--- src/rtl/dmarb_pkg.sv ---
// Shared types and constants for the two-requester data memory arbiter.
package dmarb_pkg;

   typedef enum logic [1:0] {
      IDLE   = 2'd0,
      ACCESS = 2'd1,
      RDATA  = 2'd2
   } state_t;

   localparam logic PORT_C = 1'b0;
   localparam logic PORT_D = 1'b1;

endpackage

--- src/rtl/rr_pick2.sv ---
// Combinational two-way round-robin pick: a tie goes to the side not granted last.
module rr_pick2
   import dmarb_pkg::*;
(
   input  logic [1:0] req,
   input  logic       last,
   output logic       winner,
   output logic       valid
);

   always_comb begin
      valid  = |req;
      winner = PORT_C;
      if (req == 2'b11) begin
         winner = ~last;
      end else if (req[PORT_D]) begin
         winner = PORT_D;
      end
   end

endmodule

--- src/rtl/data_mem_arbiter.sv ---
// Arbitrates CPU and debug/DMA requesters onto one single-ported data memory.
// Optional CPU stall cycle counter enabled by DMARB_STALL_COUNT_EN.
module data_mem_arbiter
   import dmarb_pkg::*;
#(
   parameter int unsigned ADDR_W = 32,
   parameter int unsigned DATA_W = 32
) (
   input  logic              clock,
   input  logic              reset,
   input  logic              c_req,
   input  logic              c_we,
   input  logic [ADDR_W-1:0] c_addr,
   input  logic [DATA_W-1:0] c_wdata,
   output logic              c_gnt,
   output logic              c_rvalid,
   output logic [DATA_W-1:0] c_rdata,
   output logic              c_stall,
   input  logic              d_req,
   input  logic              d_we,
   input  logic [ADDR_W-1:0] d_addr,
   input  logic [DATA_W-1:0] d_wdata,
   output logic              d_gnt,
   output logic              d_rvalid,
   output logic [DATA_W-1:0] d_rdata,
`ifdef DMARB_STALL_COUNT_EN
   input  logic              stall_clr,
   output logic [15:0]       stall_cnt,
`endif
   output logic [ADDR_W-1:0] m_addr,
   output logic [DATA_W-1:0] m_wdata,
   output logic              m_we,
   output logic              m_re,
   input  logic [DATA_W-1:0] m_rdata
);

   state_t            state_q, state_d;
   logic              win_q;
   logic              we_q;
   logic              last_q;
   logic [ADDR_W-1:0] addr_q;
   logic [DATA_W-1:0] wdata_q;

   logic              pick_win;
   logic              pick_valid;
   logic              sel_we;
   logic [ADDR_W-1:0] sel_addr;
   logic [DATA_W-1:0] sel_wdata;

   rr_pick2 u_pick (
      .req    ({d_req, c_req}),
      .last   (last_q),
      .winner (pick_win),
      .valid  (pick_valid)
   );

   assign sel_we    = (pick_win == PORT_D) ? d_we    : c_we;
   assign sel_addr  = (pick_win == PORT_D) ? d_addr  : c_addr;
   assign sel_wdata = (pick_win == PORT_D) ? d_wdata : c_wdata;

   // Requests are only sampled in IDLE; the pointer moves as the access is latched.
   always_ff @(posedge clock or posedge reset) begin
      if (reset) begin
         state_q <= IDLE;
         win_q   <= PORT_C;
         we_q    <= 1'b0;
         last_q  <= PORT_D;
         addr_q  <= '0;
         wdata_q <= '0;
      end else begin
         state_q <= state_d;
         if (state_q == IDLE && pick_valid) begin
            win_q   <= pick_win;
            we_q    <= sel_we;
            addr_q  <= sel_addr;
            wdata_q <= sel_wdata;
            last_q  <= pick_win;
         end
      end
   end

   always_comb begin
      state_d  = state_q;
      c_gnt    = 1'b0;
      d_gnt    = 1'b0;
      c_rvalid = 1'b0;
      d_rvalid = 1'b0;
      m_we     = 1'b0;
      m_re     = 1'b0;
      unique case (state_q)
         IDLE: begin
            if (pick_valid) begin
               state_d = ACCESS;
            end
         end
         ACCESS: begin
            m_we = we_q;
            m_re = ~we_q;
            if (win_q == PORT_D) begin
               d_gnt = 1'b1;
            end else begin
               c_gnt = 1'b1;
            end
            state_d = we_q ? IDLE : RDATA;
         end
         RDATA: begin
            if (win_q == PORT_D) begin
               d_rvalid = 1'b1;
            end else begin
               c_rvalid = 1'b1;
            end
            state_d = IDLE;
         end
         default: state_d = IDLE;
      endcase
   end

   assign m_addr  = addr_q;
   assign m_wdata = wdata_q;
   assign c_rdata = c_rvalid ? m_rdata : '0;
   assign d_rdata = d_rvalid ? m_rdata : '0;

   // A CPU read is only released by its data, not by its grant.
   assign c_stall = c_req & ~((c_gnt & we_q) | c_rvalid);

`ifdef DMARB_STALL_COUNT_EN
   logic [15:0] stall_cnt_q;

   always_ff @(posedge clock or posedge reset) begin
      if (reset) begin
         stall_cnt_q <= '0;
      end else if (stall_clr) begin
         stall_cnt_q <= '0;
      end else if (c_stall && stall_cnt_q != 16'hFFFF) begin
         stall_cnt_q <= stall_cnt_q + 16'd1;
      end
   end

   assign stall_cnt = stall_cnt_q;
`endif

endmodule

--- config.mk ---
export PLATFORM = sky130hd
export DESIGN_NAME = data_mem_arbiter
export DESIGN_NICKNAME = d
export VERILOG_FILES = /design/src/rtl/dmarb_pkg.sv /design/src/rtl/rr_pick2.sv /design/src/rtl/data_mem_arbiter.sv
export SDC_FILE = /design/constraint.sdc
export NUM_CORES = 1
export LEC_CHECK = 0
export ABC_AREA = 1
export CORE_AREA = 3 3 117 119
export DETAILED_ROUTE_END_ITERATION = 10
export DIE_AREA = 0 0 120 122
export HOLD_SLACK_MARGIN = 0.15
export PLACE_DENSITY = 0.77
export SYNTH_ARGS = -nofsm -noshare
export SYNTH_HDL_FRONTEND = slang
export SYNTH_SLANG_ARGS = --single-unit
--- constraint.sdc ---
create_clock -name clock -period 2.42 [get_ports clock]
set_input_delay 0.484 -clock clock [delete_from_list [all_inputs] [get_ports clock]]
set_output_delay 0.484 -clock clock [all_outputs]
set_load 0.01 [all_outputs]
==> results.yml <==
outcome:
  status: "complete, no violations"
floorplanning:
  io_pins: 301
  die_x_um: 120
  start_util: 0.337
  die_area_um2: 14600
  fp.dieH_um: 122
  rows: 41
  core_region_area_um2: 12700
timing:
  fin_crit_sh: 0.956
  slew-limit-headroom: 0.667
  final-hold-violation-count: 0
  layout_min_cycle_time_ns: 2.31
  tightest_slew_ns: 0.500
  setup_tns_ns: 0
  slew_violations: 0
  grt_setup_unrepaired: "no"
  skew_ns: 0.00559
  setup_viol: 0
  max_freq_ghz: 0.432
power_and_ir_drop:
  power_switching_uw: 2940
  p_sw_frac: 0.380
  combPwrFrac: 0.543
  clockPowerShare: 0.187
  ir_drop_mv: 0.498
  power_density_nw_per_um2: 989
  leakagePower_uw: 0.00417
  pwr-share-seq: 0.269
  intPower_uw: 4800
yosys:
  synth_cell_types: 15
  syn_avg_cell_area_um2: 6.20
  ys_seq_area_frac: 0.405
  ys_warn_count: 0
  synth_cells: 688
  synth-seq-cells: 69
  syn_nets: 854
  synth_area_um2: 4270
  synth_top_area_frac: 0.399
  synth.area.top_cells: "dfrtp_1 (40%), nand2_1 (18%), nand3_1 (15%)"
  yosysTopAreaCell: "dfrtp_1"
cells_and_area:
  final_nets: 1139
  fill_cells: 1197
  diodes: 0
  drive_gt1_frac: 0.0399
  fin_area_um2: 7820
  multiInputGateArea_um2: 1720
  seq_area_um2: 1730
  area_delta_synth_final_pct: 83.3
setup_path:
  critPathCaptureType: "output pin"
  startpoint_type: "register"
  r2r_cells: 6
  required_ns: 1.94
  cp.arrival_ns: 1.83
  path_class: "reg2out"
  cp_max_fo: 17
clock_tree:
  cts_sinks: 69
  cts_htree_levels: 3
  clock-root-buffer: "clkbuf_16"
  cts_made_buffers: 9
  clk_pin_slew_ns: 0.05
  cts_tree: "yes"
  clockBufferDepth: 2
  clk_latency_ns: 0.32
global_route:
  antenna_found_initial: 0
  grt_pass1_vias: 4664
  grt_pass1_wl_um: 23700
  grt_overflow: 0
  grt_max_degree: 44
  track_usage: 0.201
place:
  place.port_buffers: 300
  dp_hpwl_um: 11700
  gp_congestion: 0.764
  dpl_cell_area_um2: 7450
detailed_routing:
  drc: 0
  routedWlPerCell_um: 13.4
  vias: 5046
  wl_um: 15500
  ant_nets: 0
  dr.pass1.iters: 4
  viasPerCell: 4.39
  drt_iter0_drc: 197
min_path:
  hold_class: "reg2reg"
  hold_depth: 2
flow_run:
  max_cap_viol_count: 0
==> power by group through the flow <==
stage | logic, uW | clock network (uW) | registers (uW)
2_1_floorplan | 1680 | 0 | 2330
3_3_place_gp | 4180 | 0 | 2070
3_5_place_dp | 4230 | 0 | 2080
4_1_cts | 4250 | 1480 | 2080
5_1_grt | 4610 | 1550 | 2170
6_report | 4200 | 1450 | 2080
==> synthesized netlist by cell type (all sizes together) <==
master,count
nand2,202
inv,170
nand3,132
nor2,71
dfrtp,68
buf,23
clkbuf,18
a21oi,1
dfstp,1
nand4,1
o21ai,1
==> cell type report <==
type                            instances  area share
Clock buffer                           11      0.0323
Clock inverter                          5      0.0104
Multi-Input combinational cell        408       0.220
Inverter                              170      0.0816
Timing Repair Buffer                  315       0.407
Sequential cell                        69       0.221
Tap cell                              172      0.0275
==> routing by layer <==
metal  routed length, um  part of all wire  track usage
met4                 218             0.014       0.0587
met1                5730              0.37        0.222
met3                1460             0.094       0.0645
met2                8050              0.52        0.371
met5                   0                 0            0
==> cells by family after synthesis <==
kind of cell	count (synthesis)	synth area share
AOI/OAI and AO/OA	2	0.00234
DFF	69	0.405
buffers and inverters	211	0.195
and+or+nand+nor	406	0.397
==> worst max-delay path: stages, from the launching register on <==
cell,delay (ns)
dfrtp_1,0.38
inv_1,0.11
nand3_2,0.14
buf_12,0.18
nor2_1,0.13
clkdlybuf4s50_1,0.56
==> state kept, by name, summed over array words and instances (netlist names) <==
register / count
last_q: 1
win_q: 1
state_q: 2
m_wdata: 32
m_addr: 32
we_q: 1
==> repair_timing <==
item / CTS / global route
hold endpoints to repair: 0 / 0
resized for setup: 0 / 3
hold buffers: 0 / 0
setup endpoints to repair: 0 / 11
setup buffers: 0 / 0
==> path summary, 6_finish.rpt <==
kind                                         from  slack (ns)                       to
setup / recovery                win_q$_DFFE_PP0P_        0.11              c_rdata[18]
hold / removal             m_addr[27]$_DFFE_PP0P_        0.48   m_addr[27]$_DFFE_PP0P_
setup reg to reg           state_q[0]$_DFFE_PP0P_        1.00  m_wdata[23]$_DFFE_PP0P_
hold reg to reg            m_addr[27]$_DFFE_PP0P_        0.48   m_addr[27]$_DFFE_PP0P_
max in group asynchronous                   reset        1.34       last_q$_DFFE_PP1P_
min in group asynchronous                   reset        0.50   m_addr[18]$_DFFE_PP0P_
==> cell usage in the layout, fill, tap and decap left out, types with 2 or more instances in the layout <==
master           count
nand3_1            131
nand2_1            200
clkbuf_16           10
nand2_2              2
bufinv_16            2
buf_4                9
clkbuf_8             2
buf_12               4
clkdlybuf4s50_1    298
inv_1              168
dfrtp_1             68
inv_2                2
nor2_1              70
==> through the flow <==
stage	util	power, uW	worst slack (ns)	hold WS, ns	instances
floorplan	-	4000	0.198	0.443	688
global placement	0.588	6250	0.224	0.461	1133
detailed placement	0.588	6320	0.201	0.464	1133
CTS	0.614	7810	0.0783	0.480	1149
global route	0.617	8320	0.0106	0.495	1150
finish	0.617	7730	0.106	0.475	1150
No activity file was read; power rests on OpenSTA's default activity.
==> edit (config.mk and constraints unchanged) <==
Change the parameter `ADDR_W` from 32 to 28.
--- a/src/rtl/data_mem_arbiter.sv
+++ b/src/rtl/data_mem_arbiter.sv
@@ -4,5 +4,5 @@
    import dmarb_pkg::*;
 #(
-   parameter int unsigned ADDR_W = 32,
+   parameter int unsigned ADDR_W = 28,
    parameter int unsigned DATA_W = 32
 ) (
Interface: changed (resized c_addr, d_addr and m_addr); port bits go from 301 to 289. The function was not compared with the original's and may differ.
==> edit against the original RTL <==
  * Wire length fell by 1.1%
  * Cell area fell by 5.1%
  * Power fell by 7.4%
  * Worst setup slack improved by 0.67 ps
  * Sequential cell count fell by 4
  * Synthesized area fell by 4.2%
  * Maximum frequency barely moved
  * Combinational power fell by 7.6%
  * Critical path depth did not move
  * Critical path type unchanged
  * Critical endpoint is now c_rdata[13]
  * Largest power group unchanged
==> edit: results (changes against the original RTL) <==
Parameter                              Value

Power and ir drop
  P_leak ... 3.95 nW (-5.1%)
  Share of power burned in combinational logic ... 54.1% (-0.2 points)
  PD cells ... 966 mW/mm² (-2.3%)

Timing
  Skew final ... 5.88 ps (+0.290 ps)

Placement
  Post-detail-place hpwl ... 11.7 mm (+0.44%)
  Buffers added on ports ... 288 (-4.0%)
  DP Worst Slack ... 128 ps (-72.2 ps)
  Placer Congestion ... 0.839 (+9.8%)

Final layout
  # fillers ... 1194 (-0.25%)
  Number of flip-flops under the largest register name ... 32
  Proportion of layout cells with a drive suffix above 1 ... 3.75% (-0.24 points)
  Area occupied by multi-input gates ... 0.00163 mm² (-5.2%)
  Total number of nets in the final design ... 1086 (-4.7%)

Synth
  Synth Net Count ... 812 (-4.9%)
  Most used standard cells in the synthesized netlist ... nand2_1, inv_1, nand3_1
  Warnings, synthesis ... 0 (unchanged)
  Average footprint of a synthesized cell ... 6.25 µm² (+0.76%)
  Dominant cells by area after synthesis ... dfrtp_1, nand2_1, nand3_1
  Yosys cell types ... 17 (+2)

Run status
  Result of the run ... finished clean

Worst setup path
  Maximum fanout encountered on the critical timing path ... 34 (+17)

Drt
  Detailed-route vias per instance ... 4.33 (-1.4%)
  Post-detailed-routing wire length ... 15.3 mm (-1.1%)
  Starting DRC count in detailed routing ... 235 (+19%)

GRT
  GR Util All Layers ... 20.2% (+0.10 points)
  Via count of the first global-routing pass ... 4600 (-1.4%)
[edit: cell count changes in the layout (fill, tap and decap cells not counted), moves of 2 or more]
cell / change
dfrtp_1: -4
clkbuf_1: +2
diode_2: +4
inv_1: -7
nand3_1: -7
clkdlybuf4s50_1: -13
nand2_1: -11
[edit: final timing paths]
| path | from | end | slack [ps] | cells past startpoint |
|---|---|---|---|---|
| min in group asynchronous | reset | m_addr[7]$_DFFE_PP0P_ | 550 | 3 |
| min reg2reg | last_q$_DFFE_PP1P_ | last_q$_DFFE_PP1P_ | 470 | 2 |
| max in group asynchronous | reset | last_q$_DFFE_PP1P_ | 1550 | 3 |
| max reg2reg | last_q$_DFFE_PP1P_ | m_wdata[17]$_DFFE_PP0P_ | 980 | 6 |
| min | last_q$_DFFE_PP1P_ | last_q$_DFFE_PP1P_ | 470 | 2 |
| max | win_q$_DFFE_PP0P_ | c_rdata[13] | 110 | 5 |
[edit: metal layers]
metal  track usage, %  vias to the layer above  routed length [µm]
met5                0                        -                   0
met4             11.0                        0                 569
met3             3.99                       32                1080
met2             36.8                      195                7960
met1             22.2                     2118                5670
li1                 -                     2453                   -
[edit: cells by family after synthesis]
logic type / count (synthesis) / share of synthesized area [%]
simple gates: 386 / 39.6
compound gates: 2 / 0.245
buf+inv: 201 / 20.3
flops: 65 / 39.8
[edit: timing repair]
action / in CTS / in global routing
gates resized for setup: 1 / 1
hold buffers: 0 / 0
endpoints found under the setup margin: 1 / 1
endpoints found under the hold margin: 0 / 0
[edit: area by class of cell]
class,instances,area share [%]
multi-input cells,388,22.0
inverters,163,8.25
well taps,172,2.90
diodes,4,0.135
clock buffers,14,3.69
flip-flops and latches,65,21.9
repair buffers,301,40.6
clock inverters,2,0.472
